### config.mk
export PLATFORM = sky130hd
export DESIGN_NAME = camera_readout
export DESIGN_NICKNAME = d
export VERILOG_FILES = /design/src/rtl/camera_pkg.sv /design/src/rtl/camera_pix_fifo.sv /design/src/rtl/camera_readout.sv
export SDC_FILE = /design/constraint.sdc
export NUM_CORES = 1
export LEC_CHECK = 0
export CORE_MARGIN = 2
export CORE_UTILIZATION = 40
export DETAILED_ROUTE_END_ITERATION = 16
export PLACE_DENSITY = 0.62
export RECOVER_POWER = 100
export REMOVE_ABC_BUFFERS = 1
export SLEW_MARGIN = 20
export SYNTH_ARGS = -nofsm -noshare
export SYNTH_HDL_FRONTEND = slang
export SYNTH_SLANG_ARGS = --single-unit
### constraint.sdc
create_clock -name clk -period 5.95 [get_ports clk]
set_input_delay 1.19 -clock clk [delete_from_list [all_inputs] [get_ports clk]]
set_output_delay 1.19 -clock clk [all_outputs]
set_load 0.005 [all_outputs]
### src/rtl/camera_pkg.sv
// Shared types and default parameters for the camera readout slice.
// Optional build macro: PROTO_CHECK_EN (adds the proto_err port to camera_readout).
package camera_pkg;

    // Readout sequencing states
    typedef enum logic [1:0] {
        IDLE   = 2'd0,
        ERASE  = 2'd1,
        EXPOSE = 2'd2,
        READ   = 2'd3
    } cam_state_t;

    localparam int DEF_COLS       = 2;
    localparam int DEF_ADC_W      = 8;
    localparam int DEF_EXP_W      = 5;
    localparam int DEF_FIFO_DEPTH = 4;

endpackage

### src/rtl/camera_pix_fifo.sv
// Synchronous pixel FIFO: writes COLS entries per push, reads one entry per pop.
// Head entry is presented straight from the storage registers; flush empties it.
module camera_pix_fifo #(
    parameter int ENTRY_W = 11,
    parameter int COLS    = 2,
    parameter int DEPTH   = 4
) (
    input  logic                          clk,
    input  logic                          reset,
    input  logic                          flush,
    input  logic                          push,
    input  logic [COLS*ENTRY_W-1:0]       push_data,
    input  logic                          pop,
    output logic [ENTRY_W-1:0]            head,
    output logic [$clog2(DEPTH+1)-1:0]    count
);

    localparam int PTR_W = $clog2(DEPTH);
    localparam int CNT_W = $clog2(DEPTH + 1);

    logic [ENTRY_W-1:0] mem_r [DEPTH];
    logic [PTR_W-1:0]   wr_ptr_r;
    logic [PTR_W-1:0]   rd_ptr_r;
    logic [CNT_W-1:0]   count_r;
    logic [CNT_W-1:0]   count_nxt_s;

    // Occupancy after this cycle's push and pop
    always_comb begin
        count_nxt_s = count_r;
        if (push && pop) begin
            count_nxt_s = count_r + CNT_W'(COLS) - CNT_W'(1);
        end else if (push) begin
            count_nxt_s = count_r + CNT_W'(COLS);
        end else if (pop) begin
            count_nxt_s = count_r - CNT_W'(1);
        end else begin
            count_nxt_s = count_r;
        end
    end

    // Storage, pointers and occupancy; pointers wrap naturally at DEPTH
    always_ff @(posedge clk) begin
        if (reset || flush) begin
            for (int i = 0; i < DEPTH; i++) begin
                mem_r[i] <= {ENTRY_W{1'b0}};
            end
            wr_ptr_r <= {PTR_W{1'b0}};
            rd_ptr_r <= {PTR_W{1'b0}};
            count_r  <= {CNT_W{1'b0}};
        end else begin
            if (push) begin
                for (int i = 0; i < COLS; i++) begin
                    mem_r[wr_ptr_r + PTR_W'(i)] <= push_data[i*ENTRY_W +: ENTRY_W];
                end
                wr_ptr_r <= wr_ptr_r + PTR_W'(COLS);
            end
            if (pop) begin
                rd_ptr_r <= rd_ptr_r + PTR_W'(1);
            end
            count_r <= count_nxt_s;
        end
    end

    assign head  = mem_r[rd_ptr_r];
    assign count = count_r;

endmodule

### src/rtl/camera_readout.sv
// Receive side of the camera_control sensor interface: sequences erase/expose/read,
// captures two ADC rows per frame into a pixel FIFO and streams them row-major.
// Optional build macro: PROTO_CHECK_EN adds a sticky proto_err output.
module camera_readout
    import camera_pkg::*;
#(
    parameter int COLS       = DEF_COLS,
    parameter int ADC_W      = DEF_ADC_W,
    parameter int EXP_W      = DEF_EXP_W,
    parameter int FIFO_DEPTH = DEF_FIFO_DEPTH
) (
    input  logic                      clk,
    input  logic                      reset,
    input  logic                      erase,
    input  logic                      expose,
    input  logic                      nre1,
    input  logic                      nre2,
    input  logic                      adc,
    input  logic [COLS*ADC_W-1:0]     adc_data,
    output logic [ADC_W-1:0]          pix_data,
    output logic                      pix_row,
    output logic [$clog2(COLS)-1:0]   pix_col,
    output logic                      pix_last,
    output logic                      pix_valid,
    input  logic                      pix_ready,
    output logic                      frame_done,
    output logic [EXP_W-1:0]          exp_cycles,
    output logic                      overflow
`ifdef PROTO_CHECK_EN
    ,
    output logic                      proto_err
`endif
);

    localparam int CW      = $clog2(COLS);
    localparam int ENTRY_W = ADC_W + CW + 2;
    localparam int CNT_W   = $clog2(FIFO_DEPTH + 1);

    cam_state_t            state_r;
    cam_state_t            state_nxt_s;
    logic                  adc_q_r;
    logic                  row0_done_r;
    logic [EXP_W-1:0]      exp_cnt_r;
    logic [EXP_W-1:0]      exp_cycles_r;
    logic                  overflow_r;
    logic                  frame_done_r;

    logic                  cap_s;
    logic                  row0_cap_s;
    logic                  row1_cap_s;
    logic                  room_s;
    logic                  push_s;
    logic                  drop_s;
    logic                  pop_s;
    logic                  valid_s;
    logic [COLS*ENTRY_W-1:0] push_data_s;
    logic [ENTRY_W-1:0]    head_s;
    logic [CNT_W-1:0]      count_s;

    function automatic logic [EXP_W-1:0] sat_inc(input logic [EXP_W-1:0] v);
        sat_inc = (v == {EXP_W{1'b1}}) ? v : v + EXP_W'(1);
    endfunction

    // A capture only counts on the rising edge of the ADC strobe
    assign cap_s      = adc & ~adc_q_r;
    // Row 1 may be re-read any time in READ; row 2 only after a row 1 read
    assign row0_cap_s = (state_r == READ) & cap_s & ~nre1 & nre2 & ~erase;
    assign row1_cap_s = (state_r == READ) & cap_s & nre1 & ~nre2 & row0_done_r & ~erase;
    // Room is judged on occupancy before any same-cycle pop
    assign room_s     = (count_s <= CNT_W'(FIFO_DEPTH - COLS));
    assign push_s     = (row0_cap_s | row1_cap_s) & room_s;
    assign drop_s     = (row0_cap_s | row1_cap_s) & ~room_s;
    assign valid_s    = (count_s != {CNT_W{1'b0}});
    assign pop_s      = valid_s & pix_ready;

    // Pack one row into COLS FIFO entries {last, row, col, data}, column 0 first
    always_comb begin
        push_data_s = {(COLS*ENTRY_W){1'b0}};
        for (int c = 0; c < COLS; c++) begin
            push_data_s[c*ENTRY_W +: ENTRY_W] = {(row1_cap_s && (c == COLS - 1)),
                                                 row1_cap_s,
                                                 CW'(c),
                                                 adc_data[c*ADC_W +: ADC_W]};
        end
    end

    camera_pix_fifo #(
        .ENTRY_W (ENTRY_W),
        .COLS    (COLS),
        .DEPTH   (FIFO_DEPTH)
    ) u_fifo (
        .clk       (clk),
        .reset     (reset),
        .flush     (erase),
        .push      (push_s),
        .push_data (push_data_s),
        .pop       (pop_s),
        .head      (head_s),
        .count     (count_s)
    );

    // FSM state register
    always_ff @(posedge clk) begin
        if (reset) begin
            state_r <= IDLE;
        end else begin
            state_r <= state_nxt_s;
        end
    end

    // FSM next state; erase overrides everything
    always_comb begin
        state_nxt_s = state_r;
        if (erase) begin
            state_nxt_s = ERASE;
        end else begin
            case (state_r)
                IDLE:    state_nxt_s = IDLE;
                ERASE:   state_nxt_s = expose ? EXPOSE : ERASE;
                EXPOSE:  state_nxt_s = expose ? EXPOSE : READ;
                READ:    state_nxt_s = row1_cap_s ? IDLE : READ;
                default: state_nxt_s = IDLE;
            endcase
        end
    end

    // Strobe history, exposure measurement, row tracking and status flags
    always_ff @(posedge clk) begin
        if (reset) begin
            adc_q_r      <= 1'b0;
            row0_done_r  <= 1'b0;
            exp_cnt_r    <= {EXP_W{1'b0}};
            exp_cycles_r <= {EXP_W{1'b0}};
            overflow_r   <= 1'b0;
            frame_done_r <= 1'b0;
        end else begin
            adc_q_r      <= adc;
            frame_done_r <= row1_cap_s;
            if (erase) begin
                row0_done_r <= 1'b0;
                exp_cnt_r   <= {EXP_W{1'b0}};
                overflow_r  <= 1'b0;
            end else begin
                if (drop_s) begin
                    overflow_r <= 1'b1;
                end
                case (state_r)
                    ERASE: begin
                        if (expose) begin
                            exp_cnt_r <= EXP_W'(1);
                        end
                    end
                    EXPOSE: begin
                        if (expose) begin
                            exp_cnt_r <= sat_inc(exp_cnt_r);
                        end else begin
                            exp_cycles_r <= exp_cnt_r;
                            row0_done_r  <= 1'b0;
                        end
                    end
                    READ: begin
                        if (row0_cap_s) begin
                            row0_done_r <= 1'b1;
                        end
                    end
                    default: begin
                        row0_done_r <= row0_done_r;
                    end
                endcase
            end
        end
    end

`ifdef PROTO_CHECK_EN
    logic proto_viol_s;
    logic proto_err_r;

    assign proto_viol_s = (cap_s & (nre1 == nre2))
                        | (cap_s & (state_r != READ))
                        | (expose & (state_r == READ))
                        | (~nre1 & ~nre2)
                        | ((state_r == READ) & cap_s & nre1 & ~nre2 & ~row0_done_r);

    // Sticky interface-misuse flag, cleared by reset or erase
    always_ff @(posedge clk) begin
        if (reset || erase) begin
            proto_err_r <= 1'b0;
        end else if (proto_viol_s) begin
            proto_err_r <= 1'b1;
        end else begin
            proto_err_r <= proto_err_r;
        end
    end

    assign proto_err = proto_err_r;
`endif

    // Present the FIFO head; fields read as zero while nothing is queued
    always_comb begin
        pix_data = {ADC_W{1'b0}};
        pix_col  = {CW{1'b0}};
        pix_row  = 1'b0;
        pix_last = 1'b0;
        if (valid_s) begin
            pix_data = head_s[ADC_W-1:0];
            pix_col  = head_s[ADC_W +: CW];
            pix_row  = head_s[ADC_W + CW];
            pix_last = head_s[ADC_W + CW + 1];
        end else begin
            pix_data = {ADC_W{1'b0}};
        end
    end

    assign pix_valid  = valid_s;
    assign frame_done = frame_done_r;
    assign exp_cycles = exp_cycles_r;
    assign overflow   = overflow_r;

endmodule
* Word level (Yosys, flattened, before mapping) *
Memories as Yosys holds them, arrays and structs flattened. A register that Yosys moved wholly into a read port is not among the register bits.
Cells that the tools add are included.

word-level totals
  bits in registers = 23
  bits in latches = 0
  bits in writable memories = 44
  ROM bits = 0
  input port bits = 24
  output and inout bits = 19
  logic and storage cells = 93
  memories kept = 1

memory list
  memory        depth  width  read ports  clocked after Yosys merged registers in  wr ports  RTL line               text
  u_fifo.mem_r  4      11     1           1                                        4         camera_pix_fifo.sv:21  logic [ENTRY_W-1:0] mem_r [DEPTH];

cells by class
  $add $sub $neg = 7
  multiply operators = 0
  divide/modulo/power cells = 0
  order comparisons = 1
  equality and inequality tests = 9
  shifts and indexed selects = 0
  muxes and demuxes = 32
  bitwise gates (word level) = 19
  reductions and logical operators = 13

operators by type and width
  operator               count
  $mux W11               2
  $reduce_or A11 Y1      2
  $mux W5                3
  $mux W1                14
  $and A1 B1 Y1          12
  $mux W2                6
  $ne A2 B2 Y1 const B   5
  $pmux W5 S2            1
  $mux W3                3
  $mux W8                1
  $pmux W2 S4            1
  $not A1 Y1             6
  $reduce_and A3 Y1      2
  $reduce_bool A3 Y1     2
  $sub A3 B1 Y3 const B  2
  $add A5 B1 Y5 const B  1
  $eq A5 B5 Y1 const B   1
  $add A2 B1 Y2 const B  2
  $eq A2 B2 Y1 const B   2
  $reduce_and A4 Y1      1
  $reduce_bool A2 Y1     2
  $add A3 B2 Y3 const B  1
  $le A3 B2 Y1 const B   1
  $add A2 B2 Y2 const B  1
  7 further kinds        7

* Longest topological paths before layout *
Gate-level depths: netlist (run 1).

  depth after elaboration = 14
  gate-level depth with buffers = 7

* Cells and area by module *
A second synthesis (run 1) with hierarchy kept.

unflattened totals
  cell total of the unflattened synthesis = 252
  area, all modules = 3233.1 um^2

by module, submodules not included
  module           times used  cells an instance  area each (um^2)  sequential area each (um^2)
  camera_pix_fifo  1           152                2353.5            1481.4
  camera_readout   1           100                879.6             320.3

* Worst setup path after synthesis (run 1) *
No wires, ideal clock.

  path type = input -> register
  from = in erase
  to = mem u_fifo.mem_r[1][0], enable pin
  setup time = 0.391 ns
  arrival time = 2.637 ns
  data required time = 5.559 ns
  slack = 2.922 ns
  stages on the path = 4
  path buffers = 0
  cell sequence = and4bb_4 o211a_1 nand2_1 o21ai_0

RTL lines
  item         RTL line               text
  from (decl)  camera_readout.sv:14   input logic erase,
  to (decl)    camera_pix_fifo.sv:21

==> results of run 1 <==
worst register-to-register path, delay by kind of cell, from the launching register on:
kind | cells | cell delay, ps
compound gates | 2 | 1240
simple gates | 2 | 410
buf+inv | 1 | 140
flops | 1 | 300
fa+ha+maj | 1 | 170
stage by stage:
step                cells  power [mW]  setup slack (ps)
floorplan             233       0.509              2890
global placement      378       0.539              2100
detailed placement    378       0.539              2220
CTS                   394       0.866              2410
global route          394       0.890              1460
finish                394       0.857              1790
sequential cells by signal (all words and copies together) (netlist names), named ones only:
name	flops
adc_q_r	1
exp_cnt_r	5
exp_cycles	5
frame_done	1
overflow	1
row0_done_r	1
state_r	2
u_fifo.count	3
u_fifo.mem_r	40
u_fifo.rd_ptr_r	2
u_fifo.wr_ptr_r	1
worst max-delay path by stage:
stage,startpoint,end,slack (ps),cells past startpoint
3_3_place_gp,erase,u_fifo.mem_r[2][0],2100,5
4_1_cts,register,pix_data[3],2410,3
5_1_grt,reset,u_fifo.mem_r[3][5],1460,6
6_report,reset,u_fifo.mem_r[3][5],1790,6
3_5_place_dp,erase,u_fifo.mem_r[3][5],2220,6
2_1_floorplan,erase,u_fifo.mem_r[1][0],2890,2
synth_stat cells, drive strengths merged, types with 3 or more instances:
library cell	number
dfxtp	26
a21oi	3
mux2i	7
inv	4
nor2	26
buf	4
nor3	3
o211ai	3
mux4	9
o21ai	8
nand2b	3
nand2	9
nor4	7
nor2b	4
edfxtp	38
xor2	5
nand3	11
ha	7
and2	21
and4	16
clkbuf	11
kinds of logic after synthesis:
group                      after synthesis  synth area share
buffers and inverters                   19            0.0283
muxes                                   17            0.0944
and+or+nand+nor                        110             0.218
xor gates and xnor gates                 6            0.0175
DFF                                     64             0.552
adders and majority gates                7            0.0291
AOI/OAI and AO/OA                       25            0.0599
report_power, final:
group / internal [mW] / switching [mW]
sequential: 0.480 / 0.00444
combinational: 0.0209 / 0.0219
clock: 0.173 / 0.157
total: 0.674 / 0.183
routing by layer:
metal | track usage | up-vias | wire length, um
met4 | 0.0628 | 0 | 106
met5 | 0 | - | 0
met3 | 0.0392 | 10 | 292
li1 | - | 1007 | -
met1 | 0.204 | 958 | 2900
met2 | 0.250 | 54 | 2840
final cells by class:
cell class,count,area [sq um]
multi-input cells,165,1230
fillers,656,3620
well taps,99,124
clock inverters,4,18.8
clock buffers,12,156
inverters,4,15.0
flip-flops and latches,64,1660
repair buffers,46,435
cell usage in the layout, fill, tap and decap left out, types with 5 or more instances in the layout:
cell type,count
clkbuf_8,9
clkdlybuf4s50_1,20
o21ai_0,8
nor4_1,7
edfxtp_1,38
and4_1,16
ha_1,7
clkbuf_1,6
nor2_1,26
and2_0,11
and2_1,10
mux2i_1,7
xor2_1,5
mux4_2,9
dfxtp_1,26
nand2_1,9
dlygate4sd3_1,22
nand3_1,11
==> out/metrics.csv, run 1 <==
stage,metric,value,unit
placed_design,dp_hpwl,4160,um
drt,via_per_inst,5.15,
synth,ys_types,44,
timing,min_period_over_period,0.699,
synth,syn-cell-area,3010,sq um
timing,worst_slew_pin_slew,1280,ps
floorplan,initial_core_util,0.415,
synth,synthCells,248,
critical_path,r2r_slack,3310,ps
status,status,completed,
floorplan,num_rows,31,
critical_path,path_delay_family,buffers and inverters,
floorplan,die_w,90.7,um
clock_network,clock-root-buffer,clkbuf_8,
synth,synth_top_area_frac,0.379,
worst_hold_path,hold_depth,2,
timing,skew,7.79,ps
global_routing,antenna_found_initial,0,
synth,synthArstFlopShare,0,
timing,finalHoldViolations,0,
clock_network,cts_resized,0,
worst_hold_path,whs_endpoint,u_fifo.mem_r[1][8],
clock_network,clk_latency,330,ps
critical_path,startpoint_type,input pin,
finish,layout-drive-gt1-share,0.0814,
timing,grt_setup_unrepaired,no,
finish,areaGrowthSynthToFinish,20.9,%
clock_network,ctsHoldBuffers,0,
critical_path,crit_buf_inv,2,
timing,finalMaxSlewViolations,0,
finish,finish.utilization,0.501,
placed_design,placed_area,3510,sq um
timing,timing.hold.ws,454,ps
timing,fin_crit,4160,ps
drt,drt_pass1_iterations,4,
worst_hold_path,hp-start,u_fifo.mem_r[1][8],
critical_path,cp.required,6140,ps
run,drv_cap,0,
critical_path,r2r-end,u_fifo.mem_r[2][0],
clock_network,clockBufferDepth,2,
drt,drt-initial-drc-count,88,
clock_network,ctsHtreeMaxLevel,3,
global_routing,grt_start_max_net_pins,33,
synth,synth-main-ff-cell,edfxtp_1,
clock_network,tritoncts,yes,
global_routing,grt_util_all_layers,0.156,
critical_path,arrival,4350,ps
pwr,powerDensity,236,nW/um^2
finish,fin_area,3640,sq um
timing,clock.fmax,0.240,GHz
drt,antenna_left,0,
synth,seq_area_frac_synth,0.552,
synth,synth.largest_area_cell,edfxtp_1,
timing,setup-tns-final,0,ps
floorplan,die-area,8230,sq um
critical_path,r2r_start,u_fifo.count[0],
critical_path,crit_path_cell_trace,dlygate4sd3_1 > nor2_1 > clkbuf_1 > nand2_1 > nor3_1 > and2_0,
drt,routed_wl,6130,um
clock_network,cts.clk_slew.worst_paths,70,ps
placed_design,portBuffers,42,
synth,synth_top_cells_by_area,"edfxtp_1, dfxtp_1, mux4_2",
synth,synth-edff-count,38,
finish,fin_nets,321,
drt,wl_per_cell,15.6,um
clock_network,cts_buffers,9,
critical_path,crit_slowest_cell,nor3_1,
synth,ys.warnings.count,0,
pwr,ir_drop,0.135,mV
global_routing,grt_overflow,0,
global_routing,grt_pass1_wl,10000,um
timing,slew_headroom,0.143,
critical_path,critPathMaxStageDelay,1000,ps
finish,diodes,0,
floorplan,die_h,90.7,um
drt,route.detailed.drc,0,
critical_path,worstPathMaxFanout,32,
clock_network,cts_sinks,64,
worst_hold_path,hp-class,register to register,
drt,vias,2029,
floorplan,io_pins,43,
critical_path,worst-r2r-cell-count,6,
placed_design,place.gp.congestion,0.782,
pwr,leakage,1.35,nW
critical_path,worst-setup-path-type,input pin to register,
floorplan,core-area,7250,sq um
synth,synth_area_per_cell,12.1,sq um
synth,yosys_register_bits,64,
global_routing,grt_pass1_vias,2046,
clock_network,cts_setup_buffers,0,
critical_path,end_kind,register,
timing,setup_viol,0,
No activity file was read; power rests on OpenSTA's default activity.
==> inputs of run 2 (changes only) <==
- clock period: 5.95 -> 4.1 ns (I/O delays scaled with it)
==> run 2 against run 1 <==
Effect of this change:
- register-to-register slack worse by 1800 ps
- core utilization is 0.62 points higher
- final cell count rose by 0.76%
- via count up 2.2%
- critical endpoint is now u_fifo.mem_r[3][1]
- sequential share of layout area is 0.56 points lower
- hold slack improved by 9.0 ps
- final area is 1.2% higher
- highest routed layer unchanged
==> out/metrics.csv, run 2 (synthesis gave the netlist of run 1 again) <==
stage,metric,value,unit
clock_network,cts_buffers,9,
finish,largest_reg_flops,40,
global_routing,grt_overflow,0,
critical_path,cp.required,4150,ps
floorplan,io_pins,43,
clock_network,cts.clk_slew.worst_paths,70,ps
clock_network,ctsHtreeMaxLevel,3,
drt,antenna_left,0,
timing,grt_setup_unrepaired,no,
critical_path,crit_path_cell_trace,dlygate4sd3_1 > nor2_1 > clkbuf_1 > o21ai_0 > clkbuf_1,
drt,drt-initial-drc-count,83,
timing,min_period_over_period,0.818,
clock_network,tritoncts,yes,
global_routing,grt_util_all_layers,0.165,
timing,setup-tns-final,0,ps
critical_path,arrival,3400,ps
drt,via_per_inst,5.22,
global_routing,grt_pass1_vias,2009,
worst_hold_path,hp-class,register to register,
finish,fin_nets,324,
finish,areaGrowthSynthToFinish,22.4,%
finish,regMostFlops,u_fifo.mem_r,
floorplan,core-area,7250,sq um
finish,diodes,0,
placed_design,place.gp.congestion,0.784,
floorplan,num_rows,31,
clock_network,clock-root-buffer,clkbuf_8,
critical_path,crit_slowest_cell,clkbuf_1,
finish,n_fill_cell,679,
critical_path,end_kind,register,
placed_design,placed_cells,381,
placed_design,portBuffers,42,
pwr,power,1.34,mW
timing,slew_headroom,0.144,
timing,finalHoldViolations,0,
run,drv_cap,0,
timing,skew,9.54,ps
finish,finish.utilization,0.508,
pwr,ir_drop,0.256,mV
clock_network,cts_resized,0,
finish,mostFrequentLayoutCells,"edfxtp_1, nor2_1, dfxtp_1",
placed_design,dp_hpwl,4250,um
critical_path,cpMostUsedCell,clkbuf_1,
clock_network,clockBufferDepth,2,
placed_design,placed_area,3530,sq um
floorplan,die-area,8230,sq um
drt,routed_wl,6370,um
clock_network,cts_setup_buffers,0,
clock_network,cts_sinks,64,
pwr,powerDensity,363,nW/um^2
finish,layout-drive-gt1-share,0.0805,
timing,clock.fmax,0.298,GHz
drt,wl_per_cell,16.0,um
clock_network,clk_latency,340,ps
timing,fin_crit,3350,ps
critical_path,path_delay_family,buffers and inverters,
drt,vias,2074,
floorplan,die_w,90.7,um
floorplan,initial_core_util,0.415,
timing,setup_viol,0,
critical_path,worstPathMaxFanout,31,
global_routing,grt_pass1_wl,10400,um
timing,worst_slew_pin_slew,1270,ps
critical_path,critPathMaxStageDelay,920,ps
drt,route.detailed.drc,0,
drt,drt_pass1_iterations,4,
pwr,leakage,1.37,nW
critical_path,crit_buf_inv,3,
timing,finalMaxSlewViolations,0,
finish,final_cells,397,
finish,final_common_cell,edfxtp_1,
critical_path,worst-setup-path-type,input pin to register,
global_routing,antenna_found_initial,0,
floorplan,die_h,90.7,um
status,status,completed,
clock_network,ctsHoldBuffers,0,
global_routing,grt_start_max_net_pins,32,
critical_path,startpoint_type,input pin,
finish,fin_area,3680,sq um
-- run 2: cell count changes in the layout (fill, tap and decap cells not counted) --
cell,delta
clkbuf_1,+3
clkinv_2,-2
bufinv_16,+1
clkbuf_8,+1
clkdlybuf4s50_1,+1
dlygate4sd3_1,-1
-- run 2: worst paths after layout --
| check | start | endpoint | slack [ps] | cells past startpoint |
|---|---|---|---|---|
| worst max register to register | u_fifo.count[0] | u_fifo.mem_r[3][2] | 1490 | 6 |
| worst min register to register | u_fifo.mem_r[1][8] | u_fifo.mem_r[1][8] | 460 | 2 |
| worst max-delay path | reset | u_fifo.mem_r[3][1] | 750 | 5 |
| worst min-delay path | u_fifo.mem_r[1][8] | u_fifo.mem_r[1][8] | 460 | 2 |
-- run 2: worst reg2reg max path: cells and delay by family (launching register included) --
kind | cells | cell delay, ps
and+or+nand+nor | 3 | 1560
AOI/OAI and AO/OA | 1 | 300
adders and majority gates | 1 | 170
DFF | 1 | 300
buffers and inverters | 1 | 140
-- run 2: where the power goes --
group / switching [mW] / total [mW] / leakage [nW] / internal [mW]
Sequential: 0.00646 / 0.702 / 0.633 / 0.696
Clock: 0.241 / 0.573 / 0.106 / 0.332
Combinational: 0.0328 / 0.0639 / 0.629 / 0.0311
-- run 2: layout make-up --
class / instances / area (sq um) / area share
clock buffers: 13 / 170 / 0.0462
clock inverters: 3 / 38.8 / 0.0105
inverters: 4 / 15.0 / 0.00408
multi-input cells: 165 / 1230 / 0.333
flip-flops and latches: 64 / 1660 / 0.451
well taps: 99 / 124 / 0.0336
repair buffers: 49 / 447 / 0.121
-- run 2: routing by layer --
layer	routed length, um	part of all wire	global-route usage
met1	2920	0.46	0.217
met2	2990	0.47	0.253
met3	328	0.052	0.0467
met4	122	0.019	0.0769
met5	0	0	0
-- run 2: per-stage QoR --
step / hold WS, ps / setup slack (ps)
2_1_floorplan: 422 / 1410
3_3_place_gp: 451 / 1040
3_5_place_dp: 459 / 1010
4_1_cts: 469 / 897
5_1_grt: 490 / 513
6_report: 463 / 748
==> inputs of run 3 (changes only) <==
- PLACE_DENSITY: 0.62 -> 0.64
- clock period: 4.1 -> 2.9 ns (I/O delays scaled with it)
==> run 3 against run 2 <==
Effect of this change:
- die area did not move
- via count fell by 2.7%
- non-clock buffer count rose by 5
- core utilization rose by 0.41 points
==> out/metrics.csv, run 3 (synthesis gave the netlist of run 1 again) <==
stage,metric,value,unit
pwr,powerDensity,487,nW/um^2
floorplan,io_pins,43,
placed_design,place.gp.congestion,0.748,
floorplan,core-area,7250,sq um
critical_path,r2r_start,u_fifo.count[0],
floorplan,num_rows,31,
pwr,seq_power_share,0.549,
critical_path,end_kind,register,
finish,n_fill_cell,678,
timing,clock.fmax,0.363,GHz
drt,antenna_left,0,
clock_network,ctsHtreeMaxLevel,3,
critical_path,r2r-end,u_fifo.mem_r[1][7],
clock_network,clockBufferDepth,2,
pwr,leakage,1.39,nW
drt,wl_per_cell,15.1,um
drt,drt_pass1_iterations,4,
floorplan,initial_core_util,0.415,
drt,route.detailed.drc,0,
drt,drt-initial-drc-count,67,
finish,regMostFlops,u_fifo.mem_r,
timing,finalMaxSlewViolations,0,
clock_network,clock-root-buffer,clkbuf_8,
critical_path,worst-r2r-cell-count,6,
placed_design,dp_hpwl,4250,um
global_routing,antenna_found_initial,0,
critical_path,crit_path_cell_trace,dlygate4sd3_1 > and4bb_1 > o211ai_1 > nor2_2 > and4_1,
floorplan,die_w,90.7,um
finish,largest_reg_flops,40,
finish,areaGrowthSynthToFinish,23.4,%
critical_path,crit_start,erase,
critical_path,cp-endpoint,u_fifo.mem_r[1][7],
timing,grt_setup_unrepaired,no,
pwr,p_sw_frac,0.211,
critical_path,cp.required,3090,ps
finish,mostFrequentLayoutCells,"edfxtp_1, dfxtp_1, nor2_1",
finish,fin_nets,329,
clock_network,cts_buffers,9,
pwr,clkPwrFrac,0.400,
finish,final_common_cell,edfxtp_1,
critical_path,startpoint_type,input pin,
global_routing,grt_overflow,0,
finish,finish.utilization,0.512,
clock_network,cts_sinks,64,
finish,diodes,0,
worst_hold_path,hp-class,register to register,
critical_path,worst-setup-path-type,input pin to register,
run,drv_cap,0,
clock_network,ctsHoldBuffers,0,
critical_path,crit_slowest_cell,nor2_2,
drt,via_per_inst,5.02,
timing,worst_slew_pin_slew,992,ps
status,status,completed,
clock_network,cts.clk_slew.worst_paths,70,ps
pwr,p_switching,0.381,mW
drt,routed_wl,6080,um
clock_network,tritoncts,yes,
placed_design,portBuffers,42,
timing,finalHoldViolations,0,
drt,vias,2018,
timing,setup_viol,0,
timing,fin_crit,2750,ps
pwr,combPwrFrac,0.051,
clock_network,cts_setup_buffers,0,
critical_path,arrival,2950,ps
pwr,ir_drop,0.293,mV
global_routing,grt_util_all_layers,0.157,
global_routing,grt_pass1_wl,10100,um
critical_path,critPathMaxStageDelay,730,ps
timing,slew_headroom,0.339,
global_routing,grt_pass1_vias,1986,
timing,skew,7.18,ps
critical_path,r2r_slack,520,ps
finish,layout-drive-gt1-share,0.116,
floorplan,die-area,8230,sq um
worst_hold_path,hp-start,u_fifo.mem_r[1][8],
global_routing,grt_start_max_net_pins,24,
pwr,p_int,1.43,mW
timing,min_period_over_period,0.950,
critical_path,worstPathMaxFanout,19,
timing,setup-tns-final,0,ps
floorplan,die_h,90.7,um
clock_network,clk_latency,330,ps
[run 3: cell types whose count changed in the layout (fill, tap and decap cells not counted), moves of 3 or more]
cell,previous run,this run
and2_0,11,5
clkbuf_8,10,13
buf_4,0,4
and2_1,10,16
clkbuf_1,9,6
[run 3: power by group through the flow]
stage | sequential, mW | combinational, mW | clock, mW
final | 0.993 | 0.0924 | 0.724
after global routing | 0.994 | 0.101 | 0.782
after CTS | 0.993 | 0.0995 | 0.742
after detailed placement | 1.01 | 0.0988 | 0
after global placement | 1.01 | 0.0982 | 0
after floorplan | 1.01 | 0.0355 | 0
[run 3: timing repair]
action / 4_1_cts / 5_1_grt
endpoints found under the hold margin: 0 / 0
setup endpoints to repair: 0 / 4
resized for setup: 0 / 1
[run 3: final cells by class]
type,instances,area [sq um],area share
Timing Repair Buffer,54,483,0.130
Clock buffer,13,179,0.0482
Clock inverter,3,13.8,0.00371
Multi-Input combinational cell,165,1240,0.333
Sequential cell,64,1660,0.448
Inverter,4,15.0,0.00404
Tap cell,99,124,0.0334
[run 3: worst min-delay path by stage]
| stage | end | slack, ps | cells after the start |
|---|---|---|---|
| after floorplan | u_fifo.mem_r[1][8] | 420 | 2 |
| final | u_fifo.mem_r[1][8] | 450 | 2 |
| after CTS | u_fifo.mem_r[1][8] | 460 | 2 |
| after detailed placement | u_fifo.mem_r[1][8] | 450 | 2 |
| after global placement | u_fifo.mem_r[3][8] | 440 | 1 |
| after global routing | u_fifo.mem_r[1][8] | 470 | 2 |
[run 3: routing by layer]
layer	wire length [um]	GRT usage	part of all wire	vias to the layer above
met1	2930	0.212	0.48	948
met4	61	0.0577	0.010	0
li1	-	-	-	1020
met5	0	0	0	-
met3	289	0.0367	0.048	6
met2	2800	0.247	0.46	44
[run 3: worst max-delay path, delay by kind of cell]
family,cells,cell delay (ps)
AND/OR/NAND/NOR,3,1390
AO/OA/AOI/OAI,1,380
buffers and inverters,1,600
[run 3: stage by stage]
stage / cells / setup slack [ps] / area (sq um) / hold WS [ps] / total power [mW]
final: 402 / 146 / 3710 / 451 / 1.81
after global routing: 402 / 93.2 / 3710 / 468 / 1.88
after CTS: 402 / 50.4 / 3760 / 456 / 1.83
after detailed placement: 386 / 224 / 3570 / 447 / 1.11
after global placement: 386 / 286 / 3570 / 438 / 1.11
after floorplan: 233 / 446 / 2940 / 422 / 1.04
